## src/rtl/equiv_bist_if.sv

```systemverilog
// Stimulus/response bundle between the BIST controller and its environment.
// master: the BIST controller side; slave: the test environment (DUT, reference model, host).
interface equiv_bist_if #(
  parameter int N_IN  = 2,
  parameter int CNT_W = 8
);
  logic             start;
  logic             f_dut;
  logic             f_ref;
  logic [N_IN-1:0]  stim;
  logic             busy;
  logic             done;
  logic             pass;
  logic [CNT_W-1:0] err_cnt;
  logic [N_IN-1:0]  first_fail_vec;
  logic             first_fail_valid;

  modport master (
    input  start, f_dut, f_ref,
    output stim, busy, done, pass, err_cnt, first_fail_vec, first_fail_valid
  );

  modport slave (
    output start, f_dut, f_ref,
    input  stim, busy, done, pass, err_cnt, first_fail_vec, first_fail_valid
  );
endinterface

```

## src/rtl/equiv_bist.sv

```systemverilog
// Exhaustive DUT-vs-reference comparator for small combinational blocks.
// Optional BIST_STOP_ON_FAIL_EN: end the run at the first mismatching vector.
module equiv_bist #(
  parameter int N_IN   = 2,
  parameter int SETTLE = 1,
  parameter int CNT_W  = 8
) (
  input  logic         clk,
  input  logic         rst_n,
  equiv_bist_if.master bus
);
  localparam int SW = (SETTLE > 1) ? $clog2(SETTLE) : 1;
  localparam logic [SW-1:0] RELOAD = SW'(SETTLE - 1);

  localparam logic [1:0] S_IDLE   = 2'd0;
  localparam logic [1:0] S_SETTLE = 2'd1;
  localparam logic [1:0] S_CHECK  = 2'd2;
  localparam logic [1:0] S_DONE   = 2'd3;

  logic [1:0]       state;
  logic [SW-1:0]    cnt;
  logic [N_IN-1:0]  stim_q;
  logic [CNT_W-1:0] err_q;
  logic             pass_q;
  logic [N_IN-1:0]  ffv_q;
  logic             ffvalid_q;
  logic             mismatch;
  logic             stop_run;

  always_comb begin
    mismatch = bus.f_dut ^ bus.f_ref;
`ifdef BIST_STOP_ON_FAIL_EN
    stop_run = mismatch || (&stim_q);
`else
    stop_run = &stim_q;
`endif
  end

  always_ff @(posedge clk) begin
    if (!rst_n) begin
      state     <= S_IDLE;
      cnt       <= '0;
      stim_q    <= '0;
      err_q     <= '0;
      pass_q    <= 1'b0;
      ffv_q     <= '0;
      ffvalid_q <= 1'b0;
    end else begin
      case (state)
        S_IDLE: begin
          if (bus.start) begin
            state     <= S_SETTLE;
            err_q     <= '0;
            pass_q    <= 1'b0;
            ffvalid_q <= 1'b0;
            stim_q    <= '0;
            cnt       <= RELOAD;
          end
        end
        S_SETTLE: begin
          if (cnt == '0) state <= S_CHECK;
          else           cnt   <= cnt - SW'(1);
        end
        S_CHECK: begin
          if (mismatch) begin
            if (!(&err_q)) err_q <= err_q + CNT_W'(1);
            if (!ffvalid_q) begin
              ffv_q     <= stim_q;
              ffvalid_q <= 1'b1;
            end
          end
          if (stop_run) begin
            state  <= S_DONE;
            // Verdict is registered on entry to DONE so it is already valid while done pulses.
            pass_q <= (err_q == '0) && !mismatch;
          end else begin
            stim_q <= stim_q + N_IN'(1);
            cnt    <= RELOAD;
            state  <= S_SETTLE;
          end
        end
        S_DONE:  state <= S_IDLE;
        default: state <= S_IDLE;
      endcase
    end
  end

  assign bus.stim             = stim_q;
  assign bus.busy             = (state == S_SETTLE) || (state == S_CHECK);
  assign bus.done             = (state == S_DONE);
  assign bus.pass             = pass_q;
  assign bus.err_cnt          = err_q;
  assign bus.first_fail_vec   = ffv_q;
  assign bus.first_fail_valid = ffvalid_q;
endmodule

```

## src/flat_wrapper.sv

```systemverilog
// flat-port wrapper written by rule: the top's interface ports become plain ports
module equiv_bist_flat 
#(
  parameter int N_IN   = 2,
  parameter int SETTLE = 1,
  parameter int CNT_W  = 8
)
  (clk, rst_n, bus_start, bus_f_dut, bus_f_ref, bus_stim, bus_busy, bus_done, bus_pass, bus_err_cnt, bus_first_fail_vec, bus_first_fail_valid);
  equiv_bist_if #(.N_IN(N_IN), .CNT_W(CNT_W)) bus_i ();
  input  logic clk;
  input  logic rst_n;
  input wire logic [$bits(bus_i.start)-1:0] bus_start;
  input wire logic [$bits(bus_i.f_dut)-1:0] bus_f_dut;
  input wire logic [$bits(bus_i.f_ref)-1:0] bus_f_ref;
  output wire logic [$bits(bus_i.stim)-1:0] bus_stim;
  output wire logic [$bits(bus_i.busy)-1:0] bus_busy;
  output wire logic [$bits(bus_i.done)-1:0] bus_done;
  output wire logic [$bits(bus_i.pass)-1:0] bus_pass;
  output wire logic [$bits(bus_i.err_cnt)-1:0] bus_err_cnt;
  output wire logic [$bits(bus_i.first_fail_vec)-1:0] bus_first_fail_vec;
  output wire logic [$bits(bus_i.first_fail_valid)-1:0] bus_first_fail_valid;
  assign bus_i.start = bus_start;
  assign bus_i.f_dut = bus_f_dut;
  assign bus_i.f_ref = bus_f_ref;
  assign bus_stim = bus_i.stim;
  assign bus_busy = bus_i.busy;
  assign bus_done = bus_i.done;
  assign bus_pass = bus_i.pass;
  assign bus_err_cnt = bus_i.err_cnt;
  assign bus_first_fail_vec = bus_i.first_fail_vec;
  assign bus_first_fail_valid = bus_i.first_fail_valid;
  equiv_bist #(.N_IN(N_IN), .SETTLE(SETTLE), .CNT_W(CNT_W)) u_core (.clk(clk), .rst_n(rst_n), .bus(bus_i));
endmodule
```

## config.mk

```make
export PLATFORM = sky130hd
export DESIGN_NAME = equiv_bist_flat
export DESIGN_NICKNAME = d
export VERILOG_FILES = /design/src/rtl/equiv_bist_if.sv /design/src/rtl/equiv_bist.sv /design/src/flat_wrapper.sv
export SDC_FILE = /design/constraint.sdc
export NUM_CORES = 1
export LEC_CHECK = 0
export CORE_MARGIN = 3
export CORE_UTILIZATION = 25
export CTS_CLUSTER_DIAMETER = 60
export DETAILED_ROUTE_END_ITERATION = 7
export SYNTH_ARGS = -nofsm -noshare
export SYNTH_HDL_FRONTEND = slang
export SYNTH_SLANG_ARGS = --single-unit
```

## constraint.sdc

```tcl
create_clock -name clk -period 1.42 [get_ports clk]
set_input_delay 0.142 -clock clk [delete_from_list [all_inputs] [get_ports clk]]
set_output_delay 0.142 -clock clk [all_outputs]
set_load 0.01 [all_outputs]
```

* After elaboration in Yosys (flattened, before gate mapping) *
Cells that the tools add are included.

storage, ports and cells
  register bits after elaboration = 17
  input bits = 5
  output and inout port bits = 16
  logic and storage cells = 56

cells by class
  $add $sub $neg = 3
  eq/ne operators = 9
  mux-type cells = 19
  bitwise operators = 2
  reduce and logical (&&, ||, !) cells = 16

operator list
  cell                                                   number
  2-to-1 mux 8 bit                                       3
  one-hot mux 8 bit (2 select lines)                     1
  AND reduction 3 bit                                    5
  2-to-1 mux 2 bit                                       5
  adder 8 x 1 -> 8 bit, second input constant            1
  logical NOT 8 bit                                      1
  inequality test 2 bit, second input constant           4
  one-hot mux 2 bit (4 select lines)                     1
  AND reduction 8 bit                                    1
  2-to-1 mux 1 bit                                       5
  equality test 2 bit, second input constant             2
  inequality test 2 x 1 -> 1 bit, second input constant  2
  one-hot mux 1 bit (2 select lines)                     2
  one-hot mux 2 bit (2 select lines)                     1
  AND reduction 2 bit                                    2
  AND reduction 4 bit                                    1
  one-hot mux 1 bit (3 select lines)                     1
  nonzero test 3 bit                                     1
  adder 2 x 1 -> 2 bit, second input constant            1
  equality test 2 x 1 -> 1 bit, second input constant    1
  logical NOT 2 bit                                      1
  nonzero test 2 bit                                     1
  logical AND 1 bit                                      1
  logical NOT 1 bit                                      1
  other kinds (4)                                        4

* Logic depth before layout (Yosys ltp) *
Gate-level depths: netlist of the first run.

  depth after elaboration = 5
  mapped depth = 7
  depth with buffers taken out = 6

* Worst setup path before layout of the first run *
OpenSTA, ideal clock, no wires.

  path kind = register to register
  from = reg u_core.state[0]
  to = reg u_core.pass_q, in the netlist u_core.bus.pass
  library setup time = 0.070 ns
  arrival = 1.469 ns
  required time = 1.350 ns
  slack = -0.119 ns
  stages on the path, launching flop included = 7
  path buffers = 1
  period minus slack after synthesis = 1.539 ns
  cells stage by stage = dfxtp_1 > inv_1 > ha_1 > buf_4 > and2b_2 > or3_1 > a21oi_1

on the way
  word-level cells in the longest chain between the ends = 3
  elaborated cells on any way between the ends = 7
  those cells by class = 3 x eq/ne; 1 x mux; 3 x reduce/logical

ends and longest elaborated chain
  what                                                                    RTL line          source
  start: declaration                                                      equiv_bist.sv:20  logic [1:0] state;
  start signal: assignment                                                equiv_bist.sv:41  state <= S_IDLE;
  start signal: assignment                                                equiv_bist.sv:52  state <= S_SETTLE;
  start signal: assignment                                                equiv_bist.sv:61  if (cnt == '0) state <= S_CHECK;
  equality test 2 bit or logical NOT 2 bit (tied branches)                equiv_bist.sv:49  case (state)
  inequality test 2 x 1 -> 1 bit (no line), or another cell as far along  --
  AND reduction 3 bit (no line)                                           --
  end signal: assignment                                                  equiv_bist.sv:75  pass_q <= (err_q == '0) && !mismatch;
  end: declaration                                                        equiv_bist.sv:24  logic pass_q;

Parallel ways exist; a longest one is shown, timed or not.
A chain may end at the register's enable or synchronous reset.

* Final worst setup path of the first run *
  from = reg u_core.state[1]
  to = reg u_core.err_q[1], in the netlist u_core.bus.err_cnt[1]

on the way
  word-level cells in the longest chain between the ends = 3
  elaborated cells on any way between the ends = 8
  those cells by class = 4 x eq/ne; 1 x mux; 3 x reduce/logical

ends and longest elaborated chain
  what                                                           RTL line          source
  equality test 2 bit or logical NOT 2 bit (tied branches)       equiv_bist.sv:49
  inequality test 2 bit (no line), or another cell as far along  --
  AND reduction 4 bit (no line)                                  --
  end signal: assignment                                         equiv_bist.sv:66  if (!(&err_q)) err_q <= err_q + CNT_W'(1);
  end: declaration                                               equiv_bist.sv:23  logic [CNT_W-1:0] err_q;

Parallel ways exist; a longest one is shown, timed or not.

==> impl_metrics.tcl, run 1 <==
set metrics [dict create \
    seqPwrFrac_pct 35.9 \
    die_height_um 68.52 \
    skew_ns 0.002132 \
    drive_gt1_share_pct 38.36 \
    via_count 1007 \
    synth_edf_count 0 \
    worstHoldStart "u_core.bus.err_cnt[0]" \
    dieArea_sq_um 4695 \
    synth_cell_type_count 41 \
    r2r_cells 6 \
    ant_nets 0 \
    synth_cells 110 \
    clk_latency_ns 0.25 \
    ys_ff_latch 16 \
    p_sw_uw 393.3 \
    clkTransAtPathRegs_ns 0.06 \
    grt_usage_pct 12.61 \
    status "finished, violations left" \
    fin_ws_ns -0.03296 \
    crit_path_top_delay_cell "dfxtp_2" \
    clock_power_share_pct 31.3 \
    drt-total-wl_um 2685 \
    antenna_found_initial 0 \
    critPathTopFamily "compound AO/OA/AOI/OAI gates" \
    synthArstFlopShare_pct 0 \
    cts-root-buf "clkbuf_8" \
    clockBufferDepth 2 \
    initial_core_util_pct 26.30 \
    numCtsBuffers 3 \
    r2r_start "u_core.state[1]" \
    synth_top_area_cell "dfxtp_1" \
    p_leak_nw 0.7208 \
    min_path_type "reg -> reg" \
    drt-initial-drc-count 34 \
    holdPathStages 1 \
    worstReg2RegEnd "u_core.bus.err_cnt[1]" \
    fmax_mhz 688.3 \
    tightestPinTransition_ns 0.3193 \
    area_growth_pct 65.94 \
    fp-row-count 22 \
    antenna_cells 0 \
    synthTopCellsByArea "dfxtp_1 (33%), ha_1 (9.0%), a21oi_1 (4.6%), nand2_1 (4.2%), a211oi_1 (3.1%)" \
    critPathCaptureType "register" \
    drv_slew 0 \
    fp.dieW_um 68.52 \
    path_buf_inv 1 \
    core_area_sq_um 3716 \
    cp-start-kind "register" \
    gp_congestion 0.7727 \
    synth.cell_area_sq_um 977.2 \
    drt-vias-per-instance 4.865 \
    cts.sink_count 16 \
    relSlewSlack_pct 78.65 \
    ios 21 \
    drc_errors 0 \
    dpl.hpwl_um 2035 \
    rsz0062_at_grt "yes" \
    worstSetupPathType "reg -> reg" \
    postCtsHoldBufs 0 \
    post_drt_wl_per_cell_um 12.97 \
    dr_wl_met2_um 1322 \
    finalSetupViolations 4 \
    crit_path_cell_trace "buf_4 > ha_4 > mux2i_4 > a21o_1 > a21oi_1 > o32ai_1" \
    hold_viol_final 0 \
    synth_fp_nets 122 \
    tns_ns -0.05805 \
    ff2ff_setup_slack_ns -0.03 \
    ys.flop_type "dfxtp_1" \
    io_buffers 20 \
    mostFrequentLayoutCell "buf_4" \
    violations "negative setup slack" \
    fin_crit_sh_pct 102.3 \
    syn_area_per_cell_sq_um 8.884 \
    ys_seq_area_share_pct 32.78 \
    critical_path.max_fanout 7 \
    cp.arrival_ns 1.61 \
    top_layer_used "met4" \
    p_comb_share_pct 32.8 \
    first_pass_iters 4 \
    final_cell_mix "buf_4 (27), nand2_1 (11), clkdlybuf4s50_1 (10)" \
    htree_levels 1 \
    dpl.cell_count 202 \
    grt-ovfl-total 0 \
    preCtsSetupSlack_ns -0.1757 \
    critical_path.max_stage_delay_ns 0.32 \
    synth_warnings 0 \
    cap_viol_max_count 0 \
    hold-path-endpoint "u_core.bus.err_cnt[0]" \
    finalNetCount 172 \
    first_global_vias 1029 \
    min_period_ns 1.453 \
    yosysTopAreaCellShare_pct 32.78 \
    cts_tree "done" \
    max-vdd-ir-drop_mv 0.3003 \
    p_per_area_nw_per_um2 823.0 \
    crit_required_ns 1.58 \
    grt_start_max_net_pins 16 \
    grt_pass1_wl_um 4491 \
    p_int_uw 941.2 \
    swShare_pct 29.47 \
    stdcell_count 207 \
    wl_met3_um 119 \
    wl_met1_um 1200 \
]
## per-stage QoR
stage	total power [mW]	area (sq um)	utilization (%)	hold slack, ns
global placement	0.8780	1461	39.33	0.4423
CTS	1.332	1584	42.63	0.4685
global route	1.411	1622	43.64	0.4782
detailed placement	0.8862	1461	39.33	0.4638
finish	1.335	1622	43.64	0.4611
floorplan	0.7072	1015	-	0.2962
## metal layers
layer | GRT usage, % | vias up
met1 | 14.92 | 475
met2 | 21.93 | 17
met3 | 2.593 | 5
met4 | 5.211 | 0
li1 | - | 510
met5 | 0 | -
## synth_stat cells (2+ instances only)
cell type	number
o2111ai_1	2
nor2_1	7
o31ai_1	2
nand2b_1	2
nor3_1	5
o21ai_0	4
nand4_1	2
ha_1	7
a41oi_1	3
nand2_1	11
nand3_1	4
a211oi_1	4
dfxtp_1	16
inv_1	5
mux2i_1	2
a21oi_1	9
## flip-flops by register name, indices dropped and copies added (netlist names)
| register | count |
|---|---|
| u_core.bus.err_cnt | 8 |
| u_core.bus.first_fail_vec | 2 |
| u_core.bus.stim | 2 |
| u_core.state | 2 |
| u_core.bus.first_fail_valid | 1 |
| u_core.bus.pass | 1 |
## power groups by stage
stage                     Combinational [mW]  Clock (mW)  Sequential, mW
after CTS                              0.424       0.428           0.479
after detailed placement               0.399           0           0.487
after floorplan                        0.212           0           0.495
final                                  0.438       0.417           0.480
after global routing                   0.481       0.448           0.481
after global placement                 0.392           0           0.486
## cells by family after synthesis
| family | synth area share, % |
|---|---|
| muxes | 3.457 |
| DFF | 32.78 |
| and+or+nand+nor | 22.15 |
| buffers and inverters | 5.634 |
| xor gates and xnor gates | 2.561 |
| adders and majority gates | 8.962 |
| AOI/OAI and AO/OA | 24.46 |
## worst max path at each step
stage	from	to	slack (ns)	depth (start not counted)
finish	u_core.state[1]	u_core.bus.err_cnt[1]	-0.03	6
global route	u_core.state[0]	u_core.bus.err_cnt[7]	-0.11	6
CTS	u_core.state[1]	u_core.bus.err_cnt[1]	-0.04	6
detailed placement	bus_f_ref	u_core.bus.pass	-0.18	5
global placement	bus_f_ref	u_core.bus.pass	-0.12	5
floorplan	u_core.state[1]	u_core.bus.err_cnt[7]	-0.001	6
## repair_timing
action,4_1_cts,5_1_grt
gates resized for setup,19,12
endpoints found under the setup margin,17,18
buffers inserted,0,1
pin swaps,8,5
## area by class of cell
cell class,instances,area (sq um)
Inverter,5,21.27
Clock buffer,4,55.05
Timing Repair Buffer,49,440.4
Multi-Input combinational cell,85,715.7
Tap cell,48,60.06
Sequential cell,16,329.1
Fill cell,363,2095
Note: power is estimated with default switching activity, not from simulation.
==> run 2, diff against run 1 <==
- GPL_TIMING_DRIVEN: not set -> 0
- SKIP_CTS_REPAIR_TIMING: not set -> 1
==> run 2 against run 1 <==
The run still ends with negative setup slack left. Routed wire length is 0.22% lower. Register-to-register slack got worse by 0.06 ns. Via count down 3.7%. Design area is 6.6% lower. Core utilization fell by 2.9 points. Sequential cell count stayed put. Worst setup slack worse by 0.055 ns. Hold slack better by 0.040 ns.
==> impl_metrics.tcl, run 2 (synthesis gave the netlist of run 1 again) <==
set metrics [dict create \
    cts-root-buf "clkbuf_8" \
    ff2ff_setup_slack_ns -0.09 \
    grt_start_max_net_pins 11 \
    grt_usage_pct 11.00 \
    top_layer_used "met4" \
    hold_viol_final 0 \
    cp-start-kind "register" \
    fp-row-count 22 \
    skew_ns 0.001532 \
    drt-vias-per-instance 5.052 \
    grt-ovfl-total 0 \
    wl_met3_um 116 \
    crit_path_top_delay_cell "dfxtp_4" \
    critical_path.max_stage_delay_ns 0.39 \
    post_drt_wl_per_cell_um 13.95 \
    worstSetupPathType "reg -> reg" \
    stdcell_count 192 \
    crit_path_cell_trace "ha_4 > nand4_1 > buf_4 > o2111ai_2 > a21oi_2 > o22ai_1" \
    cts_tree "done" \
    p_per_area_nw_per_um2 793.3 \
    drive_gt1_share_pct 33.33 \
    mostFrequentLayoutCell "clkdlybuf4s50_1" \
    dpl.cell_count 178 \
    clockBufferDepth 2 \
    finalSetupViolations 10 \
    ant_nets 0 \
    antenna_cells 0 \
    fin_hold_ws_ns 0.5006 \
    tns_ns -0.4843 \
    dr_wl_met2_um 1341 \
    status "finished, violations left" \
    core_area_sq_um 3716 \
    critPathCaptureType "register" \
    r2r_start "u_core.bus.err_cnt[1]" \
    dpl.hpwl_um 1761 \
    cap_viol_max_count 0 \
    fin_ws_ns -0.08825 \
    io_buffers 20 \
    max-vdd-ir-drop_mv 0.2668 \
    clk_latency_ns 0.25 \
    via_count 970 \
    p_leak_nw 0.5783 \
    dieArea_sq_um 4695 \
    drv_slew 0 \
    min_path_type "reg -> reg" \
    startpoint "u_core.bus.err_cnt[1]" \
    wl_met1_um 1173 \
    fmax_mhz 663.0 \
    rsz0062_at_grt "yes" \
    fillers 365 \
    first_pass_iters 4 \
    finalNetCount 158 \
    die_height_um 68.52 \
    preCtsSetupSlack_ns -0.2126 \
    clkTransAtPathRegs_ns 0.06 \
    cp-endpoint "u_core.bus.err_cnt[3]" \
    ios 21 \
    tightestPinTransition_ns 0.4351 \
    numCtsBuffers 3 \
    power.total_mw 1.202 \
    initial_core_util_pct 26.30 \
    htree_levels 1 \
    fin_crit_sh_pct 106.2 \
    violations "negative setup slack" \
    drt-total-wl_um 2679 \
    gp_congestion 0.8683 \
    critical_path.max_fanout 6 \
    cts.sink_count 16 \
    fp.dieW_um 68.52 \
    worstReg2RegEnd "u_core.bus.err_cnt[3]" \
    r2r_cells 6 \
    antenna_found_initial 0 \
    drc_errors 0 \
    cp.arrival_ns 1.68 \
    crit_required_ns 1.59 \
    grt_pass1_wl_um 3870 \
    relSlewSlack_pct 70.95 \
    drt-initial-drc-count 27 \
    first_global_vias 854 \
    area_growth_pct 55.06 \
    final_cell_mix "clkdlybuf4s50_1 (17), buf_4 (12), nand2_1 (11)" \
    largest_register_ffs 8 \
    min_period_ns 1.508 \
]
==> run 2: cell count changes in the layout (fill, tap and decap cells not counted), sizes merged <==
cell | before | now
clkbuf | 4 | 3
dlygate4sd2 | 5 | 0
dlymetal6s2s | 5 | 4
buf | 29 | 14
clkdlybuf4s50 | 10 | 17
==> run 2: worst min-delay path by stage <==
| stage | startpoint | endpoint | slack (ns) | depth (start not counted) |
|---|---|---|---|---|
| floorplan | rst_n | u_core.bus.err_cnt[1] | 0.30 | 2 |
| global placement | u_core.bus.pass | u_core.bus.pass | 0.46 | 2 |
| CTS | u_core.state[1] | u_core.state[1] | 0.50 | 2 |
| detailed placement | u_core.bus.pass | u_core.bus.pass | 0.47 | 2 |
| finish | u_core.bus.stim[0] | u_core.bus.stim[0] | 0.50 | 2 |
| global route | u_core.bus.stim[0] | u_core.bus.stim[0] | 0.53 | 2 |
==> run 2: layout make-up <==
cell class	instances	area, sq um	share of cell area (%)
multi-input cells	85	716.9	47.32
flip-flops and latches	16	340.3	22.46
repair buffers	31	290.3	19.16
well taps	48	60.06	3.964
plain buffers	4	42.54	2.808
clock buffers	3	41.29	2.725
inverters	5	23.77	1.569
==> run 2: power by group <==
group / switching (mW) / total (mW) / internal (mW)
Combinational: 0.188 / 0.366 / 0.179
Sequential: 0.0230 / 0.488 / 0.466
Clock: 0.159 / 0.347 / 0.189
Total: 0.369 / 1.20 / 0.833
==> run 2: per-stage QoR <==
step,util (%),instance area (sq um)
floorplan,-,1015
global placement,34.31,1275
detailed placement,34.31,1275
CTS,35.42,1316
global route,40.77,1515
finish,40.77,1515
==> run 2: critical path, delay by kind of cell (launching register included) <==
kind	cells	cell delay (ns)
flops	1	0.39
buf+inv	1	0.23
simple gates	1	0.23
compound gates	3	0.43
fa+ha+maj	1	0.15
==> run 2: metal layers <==
layer  GRT usage, %  vias to the layer above
met4          5.955                        0
met2          18.24                       20
met5              0                        -
li1               -                      481
met3          2.269                        4
met1          13.20                      465
==> run 3, diff against run 2 <==
- SETUP_SLACK_MARGIN: not set -> 0.05
==> run 3 against run 2 <==
Register-to-register slack worse by 0.05 ns. Combinational power rose by 3%. Sequential power about the same. Design area decreased by 0.58%. Hold slack got worse by 0.023 ns. Global-route usage increased by 0.17 points. Clock power is essentially flat. Power increased by 0.73%. Sequential cell count is the same. The run still ends with negative setup slack left. Critical endpoint is now u_core.bus.err_cnt[5]. Highest routed layer unchanged. Sequential share of layout area fell by 0.12 points. Critical path depth grew 1. Core utilization shrank 0.24 points.
==> impl_metrics.tcl, run 3 (synthesis gave the netlist of run 1 again) <==
set metrics [dict create \
    critical_path.max_fanout 7 \
    dieArea_sq_um 4695 \
    relSlewSlack_pct 67.29 \
    skew_ns 0.001945 \
    worstSetupPathType "reg -> reg" \
    grt_usage_pct 11.17 \
    antenna_cells 0 \
    startpoint "u_core.state[1]" \
    drv_slew 0 \
    post_drt_wl_per_cell_um 13.64 \
    r2r_start "u_core.state[1]" \
    cap_viol_max_count 0 \
    violations "negative setup slack" \
    tns_ns -0.6518 \
    crit_required_ns 1.59 \
    ios 21 \
    numCtsBuffers 3 \
    grt-ovfl-total 0 \
    drt-initial-drc-count 43 \
    fin_hold_ws_ns 0.4775 \
    area_growth_pct 54.16 \
    critical_path.max_stage_delay_ns 0.37 \
    cp-start-kind "register" \
    gp_congestion 0.8543 \
    dpl.hpwl_um 1790 \
    crit_path_cell_trace "inv_4 > ha_4 > mux2i_4 > a21oi_4 > buf_4 > buf_4 > a211oi_2" \
    finalSetupViolations 9 \
    crit_path_top_delay_cell "dfxtp_4" \
    ant_nets 0 \
    r2r_cells 7 \
    antenna_found_initial 0 \
    cts-root-buf "clkbuf_8" \
    fin_ws_ns -0.1350 \
    drt-total-wl_um 2618 \
    min_path_type "reg -> reg" \
    path_buf_inv 3 \
    clkTransAtPathRegs_ns 0.06 \
    worst-path-stages 7 \
    rsz0062_at_grt "yes" \
    p_leak_nw 0.6499 \
    fp-row-count 22 \
    worstHoldStart "u_core.bus.err_cnt[0]" \
    drt-vias-per-instance 4.880 \
    mostFrequentLayoutCell "clkdlybuf4s50_1" \
    core_area_sq_um 3716 \
    grt_start_max_net_pins 11 \
    critPathTopFamily "flip-flops" \
    hold_viol_final 0 \
    die_height_um 68.52 \
    status "finished, violations left" \
    via_count 937 \
    max-vdd-ir-drop_mv 0.2612 \
    htree_levels 1 \
    first_global_vias 840 \
    final_cell_mix "clkdlybuf4s50_1 (13), buf_4 (12), nand2_1 (11)" \
    fmax_mhz 643.1 \
    preCtsSetupSlack_ns -0.2319 \
    clk_latency_ns 0.25 \
    fin_crit_sh_pct 109.5 \
    largest_register_ffs 8 \
    fillers 364 \
    drc_errors 0 \
    tightestPinTransition_ns 0.4899 \
    min_period_ns 1.555 \
    fp.dieW_um 68.52 \
    final_util_pct 40.54 \
    p_per_area_nw_per_um2 803.7 \
    clockBufferDepth 2 \
    initial_core_util_pct 26.30 \
    critPathMostFrequentCell "buf_4" \
    holdPathStages 1 \
    finalNetCount 158 \
    cp.arrival_ns 1.73 \
    cts_tree "done" \
    drive_gt1_share_pct 31.94 \
    cts.sink_count 16 \
    grt_pass1_wl_um 3926 \
    critPathCaptureType "register" \
    io_buffers 20 \
    first_pass_iters 4 \
]
run 3: layer usage:
| layer | track usage, % | part of all wire (%) | vias up |
|---|---|---|---|
| li1 | - | - | 483 |
| met1 | 14.58 | 48 | 437 |
| met2 | 17.52 | 47 | 15 |
| met3 | 2.269 | 4.0 | 2 |
| met4 | 5.211 | 0.88 | 0 |
| met5 | 0 | 0 | - |
run 3: final cells by class:
| class | count | area [sq um] | share of cell area [%] |
|---|---|---|---|
| timing repair buffer | 31 | 300.3 | 19.93 |
| sequential | 16 | 336.6 | 22.34 |
| clock buffer | 3 | 41.29 | 2.741 |
| buffer | 4 | 42.54 | 2.824 |
| tap | 48 | 60.06 | 3.987 |
| multi-input combinational | 85 | 701.9 | 46.59 |
| inverter | 5 | 23.77 | 1.578 |
run 3: path summary, 6_finish.rpt:
| kind | endpoint | slack (ns) |
|---|---|---|
| worst max-delay path | u_core.bus.err_cnt[5] | -0.13 |
| worst min-delay path | u_core.bus.err_cnt[0] | 0.48 |
| worst max register to register | u_core.bus.err_cnt[5] | -0.13 |
| worst min register to register | u_core.bus.err_cnt[0] | 0.48 |
run 3: per-stage QoR:
step                std cells  area (sq um)  total power, mW
floorplan                 110          1015           0.7072
global placement          178          1275           0.7933
detailed placement        178          1275           0.7970
CTS                       181          1316            1.150
global route              192          1506            1.276
finish                    192          1506            1.211
run 3: power by group:
part / switching [mW] / internal [mW] / leakage [nW]
Sequential: 0.0224 / 0.464 / 0.133
Combinational: 0.193 / 0.185 / 0.495
Clock: 0.159 / 0.188 / 0.0216
